**src/rtl/frame_writer.sv**
```systemverilog
// Streaming Avalon-MM write master that fills a circular frame buffer region,
// either word by word from a valid/ready stream or as a hardware clear.
module frame_writer #(
  parameter int unsigned ADDRESS = 0,
  parameter int unsigned LENGTH  = 0
) (
  input  logic        clock,
  input  logic        reset_n,
  output logic [28:0] address,
  output logic [7:0]  burstcount,
  output logic [7:0]  byteenable,
  output logic        write,
  output logic [63:0] writedata,
  input  logic        waitrequest,
  output logic        read,
  input  logic [63:0] in_data,
  input  logic        in_valid,
  output logic        in_ready,
  input  logic        fill_start,
  input  logic [63:0] fill_color,
  input  logic        frame_start,
  output logic        busy,
  output logic        frame_done,
  output logic [31:0] debug_value0,
  output logic [31:0] debug_value1
);

  localparam int unsigned AW = 29;
  localparam logic [AW-1:0] FIRST = AW'(ADDRESS / 8);
  localparam logic [AW-1:0] LAST  = AW'(ADDRESS / 8 + LENGTH / 8 - 1);

  typedef enum logic [3:0] {
    STREAM     = 4'd0,
    WRITE_WAIT = 4'd1
  } state_t;

  state_t        state, state_n;
  logic [AW-1:0] address_n;
  logic          write_n;
  logic [63:0]   writedata_n;
  logic          fill_mode, fill_mode_n;
  logic          frame_done_n;
  logic          at_last;

  assign burstcount = 8'h01;
  assign byteenable = 8'hFF;
  assign read       = 1'b0;
  assign at_last    = (address == LAST);

  assign in_ready = (state == STREAM) && !fill_start && !frame_start;
  assign busy     = !((state == STREAM) && !write);

  assign debug_value0 = {3'b0, waitrequest, 3'b0, write, 3'b0, in_valid,
                         3'b0, in_ready, 3'b0, fill_mode, 3'b0, frame_done,
                         4'b0, state};
  assign debug_value1 = {3'b0, address};

  // State and datapath registers; reset discards any in-flight word.
  always_ff @(posedge clock) begin
    if (!reset_n) begin
      state      <= STREAM;
      address    <= FIRST;
      write      <= 1'b0;
      writedata  <= 64'd0;
      fill_mode  <= 1'b0;
      frame_done <= 1'b0;
    end else begin
      state      <= state_n;
      address    <= address_n;
      write      <= write_n;
      writedata  <= writedata_n;
      fill_mode  <= fill_mode_n;
      frame_done <= frame_done_n;
    end
  end

  // Next-state logic: fill beats chain back-to-back until the last word of the frame.
  always_comb begin
    state_n      = state;
    address_n    = address;
    write_n      = write;
    writedata_n  = writedata;
    fill_mode_n  = fill_mode;
    frame_done_n = 1'b0;

    case (state)
      STREAM: begin
        if (fill_start) begin
          address_n   = FIRST;
          writedata_n = fill_color;
          fill_mode_n = 1'b1;
          write_n     = 1'b1;
          state_n     = WRITE_WAIT;
        end else if (frame_start) begin
          address_n = FIRST;
        end else if (in_valid) begin
          writedata_n = in_data;
          write_n     = 1'b1;
          state_n     = WRITE_WAIT;
        end
      end

      WRITE_WAIT: begin
        if (!waitrequest) begin
          if (at_last) begin
            address_n    = FIRST;
            frame_done_n = 1'b1;
          end else begin
            address_n = address + AW'(1);
          end
          if (fill_mode && !at_last) begin
            write_n = 1'b1;
          end else begin
            write_n     = 1'b0;
            fill_mode_n = 1'b0;
            state_n     = STREAM;
          end
        end
      end

      default: begin
        state_n = STREAM;
      end
    endcase
  end

endmodule

```
**config.mk**
```make
export PLATFORM = sky130hd
export DESIGN_NAME = frame_writer
export DESIGN_NICKNAME = d
export VERILOG_FILES = /design/src/rtl/frame_writer.sv
export SDC_FILE = /design/constraint.sdc
export NUM_CORES = 1
export LEC_CHECK = 0
export ABC_AREA = 1
export BUFFER_PORTS_ARGS = -buffer_cell sky130_fd_sc_hd__buf_2
export CORE_AREA = 2 2 120 122
export DETAILED_ROUTE_END_ITERATION = 10
export DIE_AREA = 0 0 122 124
export PLACE_DENSITY_LB_ADDON = 0.2
export SLEW_MARGIN = 40
export SYNTH_ARGS = -nofsm -noshare
export SYNTH_HDL_FRONTEND = slang
export SYNTH_SLANG_ARGS = --single-unit
```
**constraint.sdc**
```tcl
create_clock -name clock -period 4.1 [get_ports clock]
set_input_delay 0.41 -clock clock [delete_from_list [all_inputs] [get_ports clock]]
set_output_delay 0.41 -clock clock [all_outputs]
set_load 0.02 [all_outputs]
```
## Word-level counts from Yosys, hierarchy flattened

Index checks and enable logic that the tools add are counted.

- Bits in registers: 100
- Input bits: 134
- Word-level logic and storage cells: 61

- Add/subtract/negate cells: 1
- Eq/ne operators: 9
- Muxes and demuxes: 25
- Bitwise gates (word level): 2
- Reduce and logical (&&, ||, !) cells: 18

Operators by type and width:

| cell | count |
|---|---|
| 64-bit 2-to-1 mux | 3 |
| 29-bit 2-to-1 mux | 4 |
| 29-bit case mux with 2 select lines | 1 |
| 29-bit by 1-bit adder with 29-bit output (second input constant) | 1 |
| 29-bit == test (second input constant) | 1 |
| 4-bit 2-to-1 mux | 5 |
| 4-bit AND reduction | 3 |
| 1-bit 2-to-1 mux | 9 |
| 3-bit != test (second input constant) | 3 |
| 2-bit != test (second input constant) | 4 |
| 4-bit case mux with 2 select lines | 1 |
| 3-bit AND reduction | 2 |
| 1-bit logical NOT | 5 |
| 4-bit by 1-bit == test with 1-bit output (second input constant) | 1 |
| 1-bit logical AND | 4 |
| 4-bit logical NOT | 1 |
| 1-bit case mux with 2 select lines | 2 |
| 2-bit nonzero test | 2 |
| 3-bit OR reduction | 1 |
| 1-bit inverter | 2 |

## Depth between registers and ports, before layout

Gate-level depths: netlist of run 1.

- Word-level depth: 6
- Gate-level depth with buffers: 11
- Depth with buffers taken out: 10

## Worst setup path after synthesis of run 1

Ideal clock, no wire load.

- Kind: register -> register
- From: reg address[1]
- To: reg address[14]
- Arrival: 1.633 ns
- Required time: 3.984 ns
- Path slack: 2.351 ns
- Stages on the path, launching flop included: 12
- Buffers on the path: 1
- Period minus slack after synthesis: 1.749 ns
- Cells stage by stage: dfxtp_1 > ha_1 > nand2_1 > nor2_2 > nand2_2 > nor2_2 > nand2_2 > nand2_4 > nand2_4 > nand2_4 > buf_8 > nor2_1

- Word-level cells in the longest chain between the ends: 4
- Elaborated cells between the ends (all ways): 5

RTL lines:

| what | RTL line | RTL |
|---|---|---|
| from (decl) | 9 | `output logic [28:0] address,` |
| from (signal assigned) | 69 | `address <= address_n;` |
| 29-bit by 1-bit adder with 29-bit output or 29-bit == test (tied branches) | 109, 48 |  |
| 29-bit 2-to-1 mux (*) | 105 | `if (at_last) begin` |
| 29-bit 2-to-1 mux (*) | 104 | `if (!waitrequest) begin` |
| 29-bit case mux with 2 select lines (*) | 86 | `case (state)` |

Every way passes the cells marked *; elsewhere a longest branch is shown, timed or not. The select of a mux whose other input is x is not followed.
A chain may end at the register's enable or synchronous reset.

## Worst setup path after layout of run 1

- From: reg state[0]
- To: reg writedata[4]

- Word-level cells in the longest chain between the ends: 2

RTL lines:

| what | RTL line | RTL |
|---|---|---|
| from (decl) | 37 | `state_t state, state_n;` |
| from (signal assigned) | 68 | `state <= state_n;` |
| 4-bit logical NOT | 86 |  |
| 3-bit AND reduction (no line) | -- |  |
| to (signal assigned) | 71 | `writedata <= writedata_n;` |
| to (decl) | 13 | `output logic [63:0] writedata,` |

Every way passes these cells.

==> results of run 1 <==
[sequential cells by signal, indices dropped and copies added, names as in the netlist]
name,cells
writedata,64
address,29
fill_mode,1
frame_done,1
state,1
write,1
[synth_stat cells (all sizes together)]
cell / instances / area share, %
xor2: 4 / 0.64
a22oi: 1 / 0.14
dfxtp: 97 / 35
nand4: 4 / 0.46
a31oi: 1 / 0.11
xnor2: 6 / 0.96
o21ai: 72 / 6.6
o21bai: 2 / 0.27
nand3: 11 / 1.0
inv: 90 / 6.2
nor2: 70 / 5.4
conb: 2 / 0.14
or2: 1 / 0.11
nand3b: 3 / 0.41
o31ai: 1 / 0.14
clkbuf: 23 / 1.6
nor3: 7 / 0.64
clkinv: 1 / 0.068
nand2: 273 / 19
buf: 96 / 12
ha: 1 / 0.23
a21oi: 81 / 7.4
nor3b: 1 / 0.14
[where the power goes]
part           switching [W]  internal (W)
logic               0.000358      0.000170
registers          0.0000373       0.00101
clock network       0.000356      0.000489
[through the flow]
stage | instance area, sq um | setup WS (ns) | hold slack (ns) | std cells | power [W]
floorplan | 5640 | 2.35 | 0.493 | 891 | 0.00145
global placement | 6460 | 1.76 | 0.429 | 1222 | 0.00160
detailed placement | 6460 | 1.68 | 0.433 | 1222 | 0.00161
CTS | 6760 | 1.85 | 0.425 | 1238 | 0.00245
global route | 6760 | 1.59 | 0.450 | 1238 | 0.00254
finish | 6760 | 1.87 | 0.434 | 1238 | 0.00242
[cells by family (layout without fill, tap and decap cells)]
| family | after synthesis | in the layout | synth area share (%) |
|---|---|---|---|
| simple gates | 370 | 370 | 27.6 |
| buf+inv | 210 | 377 | 20.3 |
| compound gates | 158 | 158 | 14.6 |
| flops | 97 | 97 | 35.5 |
| xor+xnor | 10 | 10 | 1.60 |
| other cells | 2 | 45 | 0.137 |
| fa+ha+maj | 1 | 1 | 0.228 |
[worst max-delay path, cell delays in order, from the launching register on]
cell	delay [ns]
sky130_fd_sc_hd__dfxtp_1	0.57
sky130_fd_sc_hd__inv_1	0.18
sky130_fd_sc_hd__nand3_4	0.59
sky130_fd_sc_hd__buf_4	0.51
sky130_fd_sc_hd__o21ai_0	0.16
sky130_fd_sc_hd__a21oi_1	0.13
[final timing paths]
kind	from	slack (ns)	endpoint
max reg2reg	state[0]	1.87	writedata[4]
min	in_data[56]	0.43	writedata[56]
min reg2reg	writedata[20]	0.44	writedata[20]
max	state[0]	1.87	writedata[4]
[per-layer routing]
layer / vias up / part of all wire, % / global-route usage, %
met5: - / 0 / 0
met4: 0 / 2.0 / 6.47
met3: 18 / 6.1 / 3.71
met2: 195 / 49 / 32.7
met1: 2352 / 42 / 23.3
li1: 2901 / - / -
[final cells by class]
type	count	share of cell area (%)
sequential	97	28.7
tap	180	3.33
clock inverter	3	0.593
multi-input combinational	584	38.4
inverter	91	5.06
clock buffer	13	3.70
timing repair buffer	270	20.2
==> impl_metrics.prom, run 1 <==
# TYPE chip_impl_metric gauge
chip_impl_metric{name="cts_hold_buf",unit=""} 0
chip_impl_metric{name="postSynthCellCount",unit=""} 848
chip_impl_metric{name="buffers_from_clock_root_to_sink_at_most",unit=""} 2
chip_impl_info{name="clk_root_buffer_cell",value="sky130_fd_sc_hd__clkbuf_16"} 1
chip_impl_metric{name="yosys.cell_types.count",unit=""} 31
chip_impl_info{name="hold_path_class",value="input pin to flop"} 1
chip_impl_metric{name="cts_htree_levels",unit=""} 3
chip_impl_metric{name="finalWirelength",unit="microns"} 14900
chip_impl_metric{name="number_of_detailed_routing_iterations_run_before_antenna_repair",unit=""} 4
chip_impl_metric{name="routabilityCongestion",unit=""} 0.816
chip_impl_metric{name="hpwlAfterDp",unit="microns"} 11400
chip_impl_metric{name="cell_count_of_the_worst_reg_to_reg_path",unit=""} 5
chip_impl_metric{name="grt_max_degree",unit=""} 79
chip_impl_metric{name="final-hold-violation-count",unit=""} 0
chip_impl_metric{name="postCtsSetupBuffers",unit=""} 0
chip_impl_metric{name="period_share",unit="%"} 54.3
chip_impl_metric{name="start_util",unit="%"} 39.9
chip_impl_metric{name="drive_above_1_share",unit="%"} 28.5
chip_impl_info{name="crit_path_start_kind",value="flop"} 1
chip_impl_metric{name="post_synth_instance_area",unit="sq um"} 5480
chip_impl_metric{name="final.min_clock_period",unit="ns"} 2.23
chip_impl_metric{name="worst_slew_pin_slew",unit="ns"} 0.754
chip_impl_info{name="final_common_cell",value="sky130_fd_sc_hd__buf_2"} 1
chip_impl_metric{name="tritoncts.num_buffers",unit=""} 9
chip_impl_metric{name="worstPathMaxFanout",unit=""} 78
chip_impl_metric{name="n_antenna_cell",unit=""} 0
chip_impl_metric{name="detail_route.vias_per_cell",unit=""} 4.42
chip_impl_info{name="cts_tree",value="built"} 1
chip_impl_metric{name="area_delta_synth_final",unit="%"} 23.4
chip_impl_metric{name="timing.final.max_slew_violations",unit=""} 0
chip_impl_info{name="grt_setup_unrepaired",value="no"} 1
chip_impl_metric{name="drtIter0Drc",unit=""} 277
chip_impl_metric{name="n_fill_cell",unit=""} 1495
chip_impl_metric{name="postLayoutCoreUtil",unit="%"} 49.2
chip_impl_metric{name="grt_use_total",unit="%"} 18.8
chip_impl_metric{name="die_area",unit="sq um"} 15100
chip_impl_metric{name="latest_clock_arrival_within_the_worst_skew_pair",unit="ns"} 0.35
chip_impl_metric{name="depth_of_the_worst_hold_timing_path",unit=""} 5
chip_impl_metric{name="die-height",unit="microns"} 124
chip_impl_metric{name="wl_per_cell",unit="microns"} 12.0
chip_impl_metric{name="number_of_sinks_handled_by_clock_tree_synthesis",unit=""} 97
chip_impl_metric{name="synth_sequential_area_ratio",unit="%"} 35.5
chip_impl_metric{name="detail_route.drc_violations",unit=""} 0
chip_impl_metric{name="routed-via-count",unit=""} 5466
chip_impl_metric{name="syn-mean-instance-area",unit="sq um"} 6.46
chip_impl_metric{name="critical_path_arrival",unit="ns"} 2.51
chip_impl_metric{name="drv_cap",unit=""} 0
chip_impl_metric{name="globalRouteOverflowTotal",unit=""} 0
chip_impl_metric{name="max_freq",unit="GHz"} 0.449
chip_impl_metric{name="fin_worst_skew",unit="ns"} 0.00882
chip_impl_metric{name="core_area",unit="sq um"} 13700
chip_impl_metric{name="floorplan.rows",unit=""} 43
chip_impl_info{name="timing.critical_path.to_type",value="flop"} 1
chip_impl_metric{name="setup_total_neg_slack",unit="ns"} 0
chip_impl_metric{name="first_global_vias",unit=""} 4506
chip_impl_metric{name="boundaryPins",unit=""} 312
chip_impl_metric{name="route.antenna.remaining_nets",unit=""} 0
chip_impl_metric{name="leakage",unit="nW"} 3.54
chip_impl_info{name="status",value="finished, final reports clean"} 1
chip_impl_metric{name="powerDensity",unit="nW/um^2"} 359
chip_impl_metric{name="grt_pass1_wl",unit="microns"} 22400
chip_impl_metric{name="final_net_count",unit=""} 1188
chip_impl_metric{name="buffer_ports.inserted",unit=""} 266
chip_impl_metric{name="critPathRequiredTime",unit="ns"} 4.38
chip_impl_metric{name="area_of_the_multi_input_gates",unit="sq um"} 2590
chip_impl_metric{name="vdd_drop_max",unit="uV"} 190
chip_impl_metric{name="synth-warning-count",unit=""} 0
chip_impl_info{name="setup.worst_path.class",value="flop to flop"} 1
chip_impl_metric{name="initial_antenna_violation_count",unit=""} 0
chip_impl_metric{name="max_slew_margin",unit="%"} 49.7
chip_impl_metric{name="postSynthRegisterBits",unit=""} 97
chip_impl_metric{name="ff_latch_area",unit="sq um"} 1940
chip_impl_metric{name="clkTransAtPathRegs",unit="ns"} 0.07
chip_impl_metric{name="cts.repair.resized",unit=""} 0
chip_impl_info{name="layout.cells.most_common_list",value="266 x sky130_fd_sc_hd__buf_2, 265 x sky130_fd_sc_hd__nand2_1, 97 x sky130_fd_sc_hd__dfxtp_1, 88 x sky130_fd_sc_hd__inv_1, 81 x sky130_fd_sc_hd__a21oi_1"} 1
chip_impl_metric{name="setup_violations",unit=""} 0
chip_impl_metric{name="die_x",unit="microns"} 122
Note: power is estimated with default switching activity, not from simulation.
==> inputs of run 2 (changes only) <==
- CORE_AREA: 2 2 120 122 -> default
- CORE_MARGIN: default -> 2
- CORE_UTILIZATION: default -> 40
- DIE_AREA: 0 0 122 124 -> default
- clock period: 4.1 -> 1.8 ns (I/O delays scaled with it)
==> impl_metrics.prom, run 2 (synthesis results as in run 1) <==
# TYPE chip_impl_metric gauge
chip_impl_info{name="hold_path_class",value="input pin to flop"} 1
chip_impl_metric{name="core_area",unit="sq um"} 13300
chip_impl_metric{name="n_antenna_cell",unit=""} 0
chip_impl_metric{name="drv_cap",unit=""} 0
chip_impl_metric{name="final-hold-violation-count",unit=""} 0
chip_impl_info{name="cts_tree",value="built"} 1
chip_impl_metric{name="routabilityCongestion",unit=""} 0.874
chip_impl_info{name="status",value="finished, final reports clean"} 1
chip_impl_metric{name="worst_slew_pin_slew",unit="ns"} 0.640
chip_impl_metric{name="final_critical_path_setup_slack",unit="ns"} 0.121
chip_impl_metric{name="final_net_count",unit=""} 1215
chip_impl_metric{name="floorplan.rows",unit=""} 42
chip_impl_metric{name="final-instance-count-excl-fill",unit=""} 1261
chip_impl_metric{name="tritoncts.num_buffers",unit=""} 9
chip_impl_info{name="final_common_cell",value="sky130_fd_sc_hd__buf_2"} 1
chip_impl_info{name="setup.worst_path.class",value="flop to flop"} 1
chip_impl_metric{name="worstPathMaxFanout",unit=""} 19
chip_impl_metric{name="powerDensity",unit="nW/um^2"} 811
chip_impl_metric{name="fin_worst_skew",unit="ns"} 0.00932
chip_impl_metric{name="grt_max_degree",unit=""} 65
chip_impl_metric{name="start_util",unit="%"} 41.2
chip_impl_metric{name="finalWirelength",unit="microns"} 15500
chip_impl_metric{name="area_delta_synth_final",unit="%"} 28.5
chip_impl_metric{name="grt_pass1_wl",unit="microns"} 23700
chip_impl_metric{name="clkTransAtPathRegs",unit="ns"} 0.07
chip_impl_metric{name="boundaryPins",unit=""} 312
chip_impl_metric{name="detail_route.vias_per_cell",unit=""} 4.40
chip_impl_info{name="layout.cells.most_common_list",value="266 x sky130_fd_sc_hd__buf_2, 265 x sky130_fd_sc_hd__nand2_1, 96 x sky130_fd_sc_hd__dfxtp_1, 88 x sky130_fd_sc_hd__inv_1, 80 x sky130_fd_sc_hd__a21oi_1"} 1
chip_impl_metric{name="die_area",unit="sq um"} 14600
chip_impl_metric{name="initial_antenna_violation_count",unit=""} 0
chip_impl_metric{name="final.min_clock_period",unit="ns"} 1.68
chip_impl_metric{name="cts_hold_buf",unit=""} 0
chip_impl_info{name="timing.critical_path.to_type",value="flop"} 1
chip_impl_metric{name="detail_route.drc_violations",unit=""} 0
chip_impl_metric{name="hpwlAfterDp",unit="microns"} 12200
chip_impl_metric{name="setup_total_neg_slack",unit="ns"} 0
chip_impl_metric{name="grt_use_total",unit="%"} 20.4
chip_impl_metric{name="first_global_vias",unit=""} 4782
chip_impl_metric{name="die_x",unit="microns"} 121
chip_impl_metric{name="vdd_drop_max",unit="uV"} 463
chip_impl_metric{name="placement.setup.worst_slack",unit="ns"} 0.0577
chip_impl_metric{name="die-height",unit="microns"} 121
chip_impl_info{name="grt_setup_unrepaired",value="no"} 1
chip_impl_metric{name="buffers_from_clock_root_to_sink_at_most",unit=""} 2
chip_impl_metric{name="cts_htree_levels",unit=""} 3
chip_impl_metric{name="drive_above_1_share",unit="%"} 30.8
chip_impl_metric{name="setup_violations",unit=""} 0
chip_impl_info{name="reg_top3",value="writedata x64, address x29"} 1
chip_impl_metric{name="latest_clock_arrival_within_the_worst_skew_pair",unit="ns"} 0.34
chip_impl_metric{name="critical_path_arrival",unit="ns"} 1.90
chip_impl_info{name="top_register",value="writedata"} 1
chip_impl_metric{name="leakage",unit="nW"} 3.71
chip_impl_metric{name="dpl_cell_area",unit="sq um"} 6690
chip_impl_metric{name="critPathRequiredTime",unit="ns"} 2.02
chip_impl_metric{name="period_share",unit="%"} 93.3
chip_impl_metric{name="timing.final.max_slew_violations",unit=""} 0
chip_impl_metric{name="drtIter0Drc",unit=""} 299
chip_impl_metric{name="buffer_ports.inserted",unit=""} 266
chip_impl_metric{name="n_fill_cell",unit=""} 1429
chip_impl_metric{name="globalRouteOverflowTotal",unit=""} 0
chip_impl_info{name="clk_root_buffer_cell",value="sky130_fd_sc_hd__clkbuf_16"} 1
chip_impl_info{name="crit_path_cell_trace",value="ha_1 -> nand2_1 -> nor2_2 -> nand2_2 -> nor2_2 -> nand2_2 -> nand2_4 -> nand2_4 -> nand2_8 -> nor3_1"} 1
chip_impl_info{name="worst_path_max_delay_cell",value="sky130_fd_sc_hd__dfxtp_2"} 1
chip_impl_metric{name="wl_per_cell",unit="microns"} 12.3
chip_impl_metric{name="final_cell_area",unit="sq um"} 7030
chip_impl_info{name="crit_path_start_kind",value="flop"} 1
chip_impl_metric{name="max_freq",unit="GHz"} 0.596
chip_impl_metric{name="route.antenna.remaining_nets",unit=""} 0
chip_impl_metric{name="max_slew_margin",unit="%"} 57.4
chip_impl_metric{name="placed_cells_incl_taps",unit=""} 1245
chip_impl_metric{name="routed-via-count",unit=""} 5550
chip_impl_metric{name="number_of_sinks_handled_by_clock_tree_synthesis",unit=""} 97
chip_impl_metric{name="number_of_detailed_routing_iterations_run_before_antenna_repair",unit=""} 5
chip_impl_metric{name="largest_register_ffs",unit=""} 64
chip_impl_metric{name="slowest_delay",unit="ns"} 0.37
run 2: layout make-up:
class                      count  area [sq um]  share of cell area [%]
clock buffer                  15           298                    4.23
clock inverter                 1          30.0                   0.427
inverter                      91           342                    4.86
multi-input combinational    584          2610                    37.1
sequential                    97          1940                    27.6
tap                          176           220                    3.13
timing repair buffer         297          1590                    22.6
run 2: per-stage QoR:
step                      power (W)  hold WS, ns  util (%)
after floorplan             0.00330        0.375         -
after detailed placement    0.00370        0.431      50.3
after global routing        0.00600        0.223      52.9
final                       0.00571        0.209      52.9
after global placement      0.00369        0.429      50.3
after CTS                   0.00576        0.198      52.8
run 2: what timing repair did:
action,CTS,global route
buffers inserted,0,0
endpoints found under the setup margin,0,24
resized for setup,0,4
run 2: final timing paths:
check	to	depth (start not counted)	slack [ns]	from
worst max-delay path	address[5]	10	0.12	address[0]
worst min-delay path	writedata[30]	5	0.21	in_data[30]
worst max register to register	address[5]	10	0.12	address[0]
worst min register to register	writedata[42]	2	0.44	writedata[42]
run 2: critical path: cells and delay by family, from the launching register on:
kind | cells | cell delay, ns
fa+ha+maj | 1 | 0.20
flops | 1 | 0.37
simple gates | 9 | 1.01
run 2: power breakdown:
group          internal, W  leakage [nW]  total, W  switching [W]
Sequential         0.00231         0.798   0.00239      0.0000819
Clock              0.00127         0.162   0.00206       0.000790
Combinational     0.000420          2.75   0.00126       0.000836
run 2: metal layers:
layer	share of wire [%]	vias up	track usage, %
li1	-	2964	-
met1	44	2383	26.7
met2	49	186	34.4
met3	5.3	17	3.38
met4	1.9	0	5.74
met5	0	-	0
